[src/rtl/p2s_pkg.sv]
// Shared definitions for the serial-to-parallel receiver: word width, FSM state type
// and the parity helper.
package p2s_pkg;

    localparam int P2S_SERIAL_LEN = 8;

    typedef enum logic {
        IDLE  = 1'b0,
        SHIFT = 1'b1
    } s2p_state_t;

    // Returns 1 when the frame (data plus trailing even-parity bit) has an odd number of ones.
    function automatic logic parity_odd(input logic [P2S_SERIAL_LEN:0] frame);
        return ^frame;
    endfunction

endpackage

[src/rtl/serial_to_parallel_if.sv]
// Serial input stream and parallel output handshake of serial_to_parallel.
// The master side drives the serial stream and consumes words; the slave is the receiver.
interface serial_to_parallel_if;

    logic                                serial_in;
    logic                                frame_start;
    logic                                out_ready;
    logic [p2s_pkg::P2S_SERIAL_LEN-1:0]  parallel_out;
    logic                                out_valid;
    logic                                busy;
    logic                                overrun;
    logic                                parity_err;

    modport master (
        output serial_in, frame_start, out_ready,
        input  parallel_out, out_valid, busy, overrun, parity_err
    );

    modport slave (
        input  serial_in, frame_start, out_ready,
        output parallel_out, out_valid, busy, overrun, parity_err
    );

endinterface

[src/rtl/serial_to_parallel.sv]
// LSB-first serial-to-parallel receiver with a one-word output register and overrun detection.
// Define S2P_PARITY_EN to expect a trailing even-parity bit per frame and report parity_err.
module serial_to_parallel
    import p2s_pkg::*;
(
    input logic             clk,
    input logic             rst,
    serial_to_parallel_if.slave bus
);

`ifdef S2P_PARITY_EN
    localparam int FRAME_LEN = P2S_SERIAL_LEN + 1;
`else
    localparam int FRAME_LEN = P2S_SERIAL_LEN;
`endif
    localparam int CNT_W = $clog2(P2S_SERIAL_LEN + 2);
    localparam logic [CNT_W-1:0] LAST_CNT = CNT_W'(FRAME_LEN - 1);

    s2p_state_t                 state_q, state_d;
    logic [CNT_W-1:0]           cnt_q, cnt_d;
    logic [FRAME_LEN-1:0]       shreg_q, shreg_d;
    logic [FRAME_LEN-1:0]       frame_s;
    logic                       complete_s;
    logic [P2S_SERIAL_LEN-1:0]  dout_q, dout_d;
    logic                       valid_q, valid_d;
    logic                       ovr_q, ovr_d;
    logic                       perr_q, perr_d;

    // Receive path: frame_start always restarts, a frame completes on its final bit.
    always_comb begin
        frame_s    = shreg_q | (FRAME_LEN'(bus.serial_in) << cnt_q);
        complete_s = 1'b0;
        state_d    = state_q;
        cnt_d      = cnt_q;
        shreg_d    = shreg_q;
        case (state_q)
            IDLE: begin
                if (bus.frame_start) begin
                    state_d = SHIFT;
                    cnt_d   = CNT_W'(1);
                    shreg_d = FRAME_LEN'(bus.serial_in);
                end else begin
                    state_d = IDLE;
                end
            end
            SHIFT: begin
                if (bus.frame_start) begin
                    cnt_d   = CNT_W'(1);
                    shreg_d = FRAME_LEN'(bus.serial_in);
                end else if (cnt_q == LAST_CNT) begin
                    complete_s = 1'b1;
                    state_d    = IDLE;
                    cnt_d      = {CNT_W{1'b0}};
                    shreg_d    = {FRAME_LEN{1'b0}};
                end else begin
                    cnt_d   = cnt_q + CNT_W'(1);
                    shreg_d = frame_s;
                end
            end
            default: begin
                state_d = IDLE;
                cnt_d   = {CNT_W{1'b0}};
                shreg_d = {FRAME_LEN{1'b0}};
            end
        endcase
    end

    // Output register: a completed word is dropped only when the pending one is not consumed.
    always_comb begin
        dout_d  = dout_q;
        valid_d = valid_q;
        ovr_d   = 1'b0;
        perr_d  = perr_q;
        if (complete_s) begin
            if (!valid_q || bus.out_ready) begin
                dout_d  = frame_s[P2S_SERIAL_LEN-1:0];
                valid_d = 1'b1;
`ifdef S2P_PARITY_EN
                perr_d  = parity_odd(frame_s);
`else
                perr_d  = 1'b0;
`endif
            end else begin
                ovr_d = 1'b1;
            end
        end else if (valid_q && bus.out_ready) begin
            valid_d = 1'b0;
        end else begin
            valid_d = valid_q;
        end
    end

    // State and output registers.
    always_ff @(posedge clk or posedge rst) begin
        if (rst) begin
            state_q <= IDLE;
            cnt_q   <= {CNT_W{1'b0}};
            shreg_q <= {FRAME_LEN{1'b0}};
            dout_q  <= {P2S_SERIAL_LEN{1'b0}};
            valid_q <= 1'b0;
            ovr_q   <= 1'b0;
            perr_q  <= 1'b0;
        end else begin
            state_q <= state_d;
            cnt_q   <= cnt_d;
            shreg_q <= shreg_d;
            dout_q  <= dout_d;
            valid_q <= valid_d;
            ovr_q   <= ovr_d;
            perr_q  <= perr_d;
        end
    end

    assign bus.parallel_out = dout_q;
    assign bus.out_valid    = valid_q;
    assign bus.busy         = (state_q == SHIFT);
    assign bus.overrun      = ovr_q;
    assign bus.parity_err   = perr_q;

endmodule

[src/flat_wrapper.sv]
// flat-port wrapper written by rule: the top's interface ports become plain ports
module serial_to_parallel_flat import p2s_pkg::*;
  (clk, rst, bus_serial_in, bus_frame_start, bus_out_ready, bus_parallel_out, bus_out_valid, bus_busy, bus_overrun, bus_parity_err);
  serial_to_parallel_if bus_i ();
  input logic clk;
  input logic rst;
  input wire logic [$bits(bus_i.serial_in)-1:0] bus_serial_in;
  input wire logic [$bits(bus_i.frame_start)-1:0] bus_frame_start;
  input wire logic [$bits(bus_i.out_ready)-1:0] bus_out_ready;
  output wire logic [$bits(bus_i.parallel_out)-1:0] bus_parallel_out;
  output wire logic [$bits(bus_i.out_valid)-1:0] bus_out_valid;
  output wire logic [$bits(bus_i.busy)-1:0] bus_busy;
  output wire logic [$bits(bus_i.overrun)-1:0] bus_overrun;
  output wire logic [$bits(bus_i.parity_err)-1:0] bus_parity_err;
  assign bus_i.serial_in = bus_serial_in;
  assign bus_i.frame_start = bus_frame_start;
  assign bus_i.out_ready = bus_out_ready;
  assign bus_parallel_out = bus_i.parallel_out;
  assign bus_out_valid = bus_i.out_valid;
  assign bus_busy = bus_i.busy;
  assign bus_overrun = bus_i.overrun;
  assign bus_parity_err = bus_i.parity_err;
  serial_to_parallel u_core (.clk(clk), .rst(rst), .bus(bus_i));
endmodule
[config.mk]
export PLATFORM = sky130hd
export DESIGN_NAME = serial_to_parallel_flat
export DESIGN_NICKNAME = d
export VERILOG_FILES = /design/src/rtl/p2s_pkg.sv /design/src/rtl/serial_to_parallel_if.sv /design/src/rtl/serial_to_parallel.sv /design/src/flat_wrapper.sv
export SDC_FILE = /design/constraint.sdc
export NUM_CORES = 1
export LEC_CHECK = 0
export ABC_AREA = 0
export BUFFER_PORTS_ARGS = -buffer_cell sky130_fd_sc_hd__buf_4
export CAP_MARGIN = 20
export CORE_UTILIZATION = 30
export DETAILED_ROUTE_END_ITERATION = 8
export PLACE_DENSITY = 0.53
export SLEW_MARGIN = 20
export SYNTH_ARGS = -nofsm -noshare
export SYNTH_HDL_FRONTEND = slang
export SYNTH_SLANG_ARGS = --single-unit
[constraint.sdc]
create_clock -name clk -period 3.1 [get_ports clk]
set_input_delay 0.93 -clock clk [delete_from_list [all_inputs] [get_ports clk]]
set_output_delay 0.93 -clock clk [all_outputs]
set_load 0.005 [all_outputs]
After elaboration in Yosys (flattened, before gate mapping)
Index checks and enable logic that the tools add are counted.
- flip-flop bits (word level): 23
- logic and storage cells: 39
- equal/unequal tests: 3
- add/sub/neg operators: 1
- bitwise operators: 2
- reduce and logical (&&, ||, !) cells: 6
- shift operators: 1
- muxes and demuxes: 20
- operator list (kind ; count):
    two-way mux 8 bit ; 3
    one-hot mux 8 bit (2 select lines) ; 1
    two-way mux 4 bit ; 3
    two-way mux 1 bit ; 11
    OR 8 bit ; 1
    one-hot mux 4 bit (2 select lines) ; 1
    left shift 1 x 4 -> 8 bit ; 1
    adder 4 x 1 -> 4 bit (second input constant) ; 1
    equality test 4 x 3 -> 1 bit (second input constant) ; 1
    != test 2 bit (second input constant) ; 2
    AND reduction 2 bit ; 2
    one-hot mux 1 bit (2 select lines) ; 1
    nonzero test 2 bit ; 1
    logical AND 1 bit ; 1
    logical NOT 1 bit ; 1
    logical OR 1 bit ; 1
    NOT 1 bit ; 1

Logic depth before layout (Yosys ltp)
- word-level depth: 6
- gate-level depth with buffers: 5
- gate-level depth less buffers: 4

Least setup slack after synthesis
OpenSTA, ideal clock, no wires.
- kind: input -> register
- from: in bus_out_ready
- to: reg u_core.dout_q[0] (netlist: u_core.bus.parallel_out[0])
- arrival time: 1656 ps
- setup time: 125 ps
- path slack: 1319 ps
- buffers on the path: 1
- stages: 4
- cell sequence: nand2b_1 -> nor3b_2 -> buf_6 -> mux2_4
- word-level cells in the longest chain between the ends: 2
- RTL lines (item ; RTL line ; RTL):
    start, declared ; flat_wrapper.sv:9 ; input wire logic [$bits(bus_i.out_ready)-1:0] bus_out_ready;
    logical OR 1 bit ; serial_to_parallel.sv:75 ; if (!valid_q || bus.out_ready) begin
    AND reduction 2 bit (no line) ; n/a ;
    end signal, assigned ; serial_to_parallel.sv:99 ; dout_q <= {P2S_SERIAL_LEN{1'b0}};
    end signal, assigned ; serial_to_parallel.sv:107 ; dout_q <= dout_d;
    end, declared ; serial_to_parallel.sv:24 ; logic [P2S_SERIAL_LEN-1:0] dout_q, dout_d;
No other way between the ends.
A chain may end at the register's enable or synchronous reset.

Final worst setup path
- from: reg u_core.state_q (netlist: u_core.bus.busy)
- to: out bus_busy
- RTL lines (item ; RTL line ; RTL):
    start, declared ; serial_to_parallel.sv:19 ; s2p_state_t state_q, state_d;
    start signal, assigned ; serial_to_parallel.sv:104 ; state_q <= state_d;
    end, declared ; flat_wrapper.sv:12 ; output wire logic [$bits(bus_i.busy)-1:0] bus_busy;
No word-level cell between the ends.

==> impl_results.md <==
- Status: completed
- Clock slew seen by the registers of the worst setup and hold paths: 0.13 ns
- TritonCTS Buffers: 3
- Antenna violations before repair: 0
- Worst-margin pin slew: 0.8695 ns
- FILL cells: 343
- Max clock buf depth: 2
- Core area: 3416 sq um
- Cells on worst reg2reg path: 5
- CTS tree: built
- R2R Path Start: u_core.cnt_q[1]$_DFFE_PP0P_
- Final min period: around 2.0 ns
- CTS sink count: 23
- Routed wire length: 1.980 mm
- R2r setup slk: 1.36 ns
- GPL Wtd Cong: 0.7914
- Synth Area in Compound Gates: 11.99%
- CP delay by family, top: flip-flops
- Final HPWL DP: 1.464 mm
- Hold Path Stages: 2
- HP Class: reg -> reg
- VDD IR-drop max: 119.9 uV
- Number of synthesized flops with an enable pin: 0
- Fin nets: between 100 and 150
- RSZ-0062 raised after global routing: false
- Reg2reg end: u_core.bus.parallel_out[0]$_DFFE_PP0P_
- Footprint of the multi-input gates: 444.2 sq um
- Portion of netlist area occupied by mux cells: just under 9%
- Antenna fix cells: 0
- Wirelength per Cell: 12.22 um
- Vias after detailed routing: 758
- Max-slew violations: 0
- Top_reg_cell synth: dfrtp_1
- Critical path endpoint category: output port
- Global route overflow: 0
- Total power: 0.0007778 W
- Area leader, netlist: dfrtp_1
- Die X: around 62 um
- FMAX: 0.5007 GHz
- Netlist Area Pre-Place: 1096 sq um
- Fin crit share: 64.42%
- CP Cell Sequence: buf_4
- Maxcap violations: 0
- Worst hold endpoint: u_core.shreg_q[3]$_DFFE_PP0P_
- Worst Path Max Fanout: 10
- Antenna viol nets, final: 0
- Vias in the first global route: 765
- PostCTS Resize Cnt: 0
- Vias/cell: 4.679
- Clock Skews: 0.01237 ns
- Synthesized area per cell: about 11 sq um
- Top-Level Pins: 17
- Tot GR Track Use: 11.43%
- Element type at the critical path start: register
- Largest stage delay, worst path: slightly below 0.6 ns
- Synth unique cells: 30
- Setup violations, final: 0
- CP arrival: 1.07 ns
- Synth warn: 0
- Die area: 3899 sq um
- Seq/Total Area, Yosys: 52.51%
- Synth Area in Adders: 1.142%
- CP max-delay cell: dfrtp_1
- Hold_sp: u_core.shreg_q[3]$_DFFE_PP0P_
- I/O Buffers: 15
- Leak: 0.5772 nW
- Clock root buffer: clkbuf_4
- First-pass GRT wire length: 3.477 mm
- Fraction of layout cells with a size suffix above 1: 19.83%
- DR DRC count: 0
- WP depth: 1
- DRT iter0 DRCs: 29
- Pwr dens: 618.5 nW/um^2
- Relative max-transition margin: roughly two fifths
- Post-CTS Setup Bufs: 0
- Synth Area in XOR/XNOR: 0.7991%
- Syn Nets: 107
- Top post-synthesis cells by area: dfrtp_1 53%, mux2i_1 7.3%, a41oi_1 4.8%
- Setup TNS: 0 ns
- FF/Latch Area: 575.6 sq um
- Die span in y: roughly 62 um
- # H-tree levels: 1
- Final Hold Vio Count: 0
- Clk_lat worst skew: 0.31 ns
- Area share of the largest cell type after synthesis: 52.51%
- CP Buf/Inv Count: 1
- Worst EP required: 2.17 ns
- Number of synthesized register bits: 23
- Area share of and/or/nand/nor cells after synthesis: 17.58%
- Initial Util: 32.09%
- Cells after Synth: 101
- Placement Rows: 21
- Main combinational cell family by area after synthesis: simple AND/OR/NAND/NOR gates
- TritonRoute pass-1 iters: 4
- Layout area overhead: 14.73%
- Fraction of registers with async set or reset after synthesis: 100.0%
- Largest net degree at the start of global routing: 24
- Critical path class: reg -> out
- Post-CTS Hold Fix Bufs: 0
where the power goes:
group / total (W) / internal, W / switching (W)
Clock: 0.000137 / 0.0000502 / 0.0000863
Sequential: 0.000419 / 0.000365 / 0.0000532
Combinational: 0.000223 / 0.000124 / 0.0000984
Total: 0.000778 / 0.000540 / 0.000238
cell families after synthesis:
group / count (synthesis)
other: 1
multiplexers: 9
XOR/XNOR: 1
flip-flops: 23
buffers and inverters: 14
AND/OR/NAND/NOR: 32
adder cells (fa/ha/maj): 1
AO/OA/AOI/OAI: 20
metrics by stage:
stage	cells	utilization, %	hold WS (ns)	setup WS, ns	instance area (sq um)
CTS	162	36.81	0.5200	1.090	1257
global placement	158	36.04	0.4929	1.166	1231
global route	162	36.81	0.5423	1.035	1257
finish	162	36.81	0.5179	1.103	1257
detailed placement	158	36.04	0.4909	1.152	1231
floorplan	101	-	0.4669	1.319	1096
worst max path at each step:
stage | from | end | slack (ns)
CTS | u_core.bus.busy$_DFF_PP0_ | bus_busy | 1.09
floorplan | bus_out_ready | u_core.bus.parallel_out[0]$_DFFE_PP0P_ | 1.32
finish | u_core.bus.busy$_DFF_PP0_ | bus_busy | 1.10
global placement | bus_out_ready | u_core.bus.parallel_out[0]$_DFFE_PP0P_ | 1.17
global route | u_core.bus.busy$_DFF_PP0_ | bus_busy | 1.03
detailed placement | bus_out_ready | u_core.bus.parallel_out[0]$_DFFE_PP0P_ | 1.15
cell usage after synthesis (2+ instances only):
cell,instances
and3b_1,2
inv_1,9
nand2b_1,3
a41oi_1,6
mux2i_1,8
o21ai_0,3
buf_6,2
nand2_1,7
buf_4,2
a21oi_1,8
dfrtp_1,23
nor2_1,9
nor3_1,2
area by class of cell:
cell class              instances  share of cell area [%]
repair buffers                 16                   9.552
inverters                       9                   2.687
clock buffers                   4                   2.090
multi-input cells              64                   35.32
well taps                      46                   4.577
flip-flops and latches         23                   45.77
flip-flops by register name (all words and copies together), names as in the netlist:
signal                   flops
u_core.shreg_q               8
u_core.bus.overrun           1
u_core.bus.out_valid         1
u_core.bus.busy              1
u_core.bus.parallel_out      8
u_core.cnt_q                 4
worst min-delay path, delay by kind of cell, from the launching register on:
kind / cells / cell delay [ns]
compound gates: 1 / 0.05
flops: 1 / 0.37
simple gates: 1 / 0.07
per-layer routing:
metal | wire length (um) | track usage [%] | vias up
met4 | 35 | 6.977 | 0
met1 | 950 | 14.95 | 362
li1 | - | - | 381
met2 | 960 | 18.21 | 11
met5 | 0 | 0 | -
met3 | 34 | 1.095 | 4
placed cells by master, fill, tap and decap left out, drive strengths merged:
cell / count
clkbuf: 4
nand2: 7
conb: 1
xor2: 1
mux2i: 8
dfrtp: 23
nand4: 1
mux2: 1
nand2b: 3
inv: 9
or3b: 1
nor3: 2
a41oi: 6
o211ai: 1
nand3b: 1
and3: 1
nor2: 9
nor3b: 2
o21ai: 3
nand4b: 1
a21oi: 8
a21o: 1
nor2b: 1
a31o: 1
and3b: 2
and2b: 1
ha: 1
buf: 16
No activity file was read; power rests on OpenSTA's default activity.
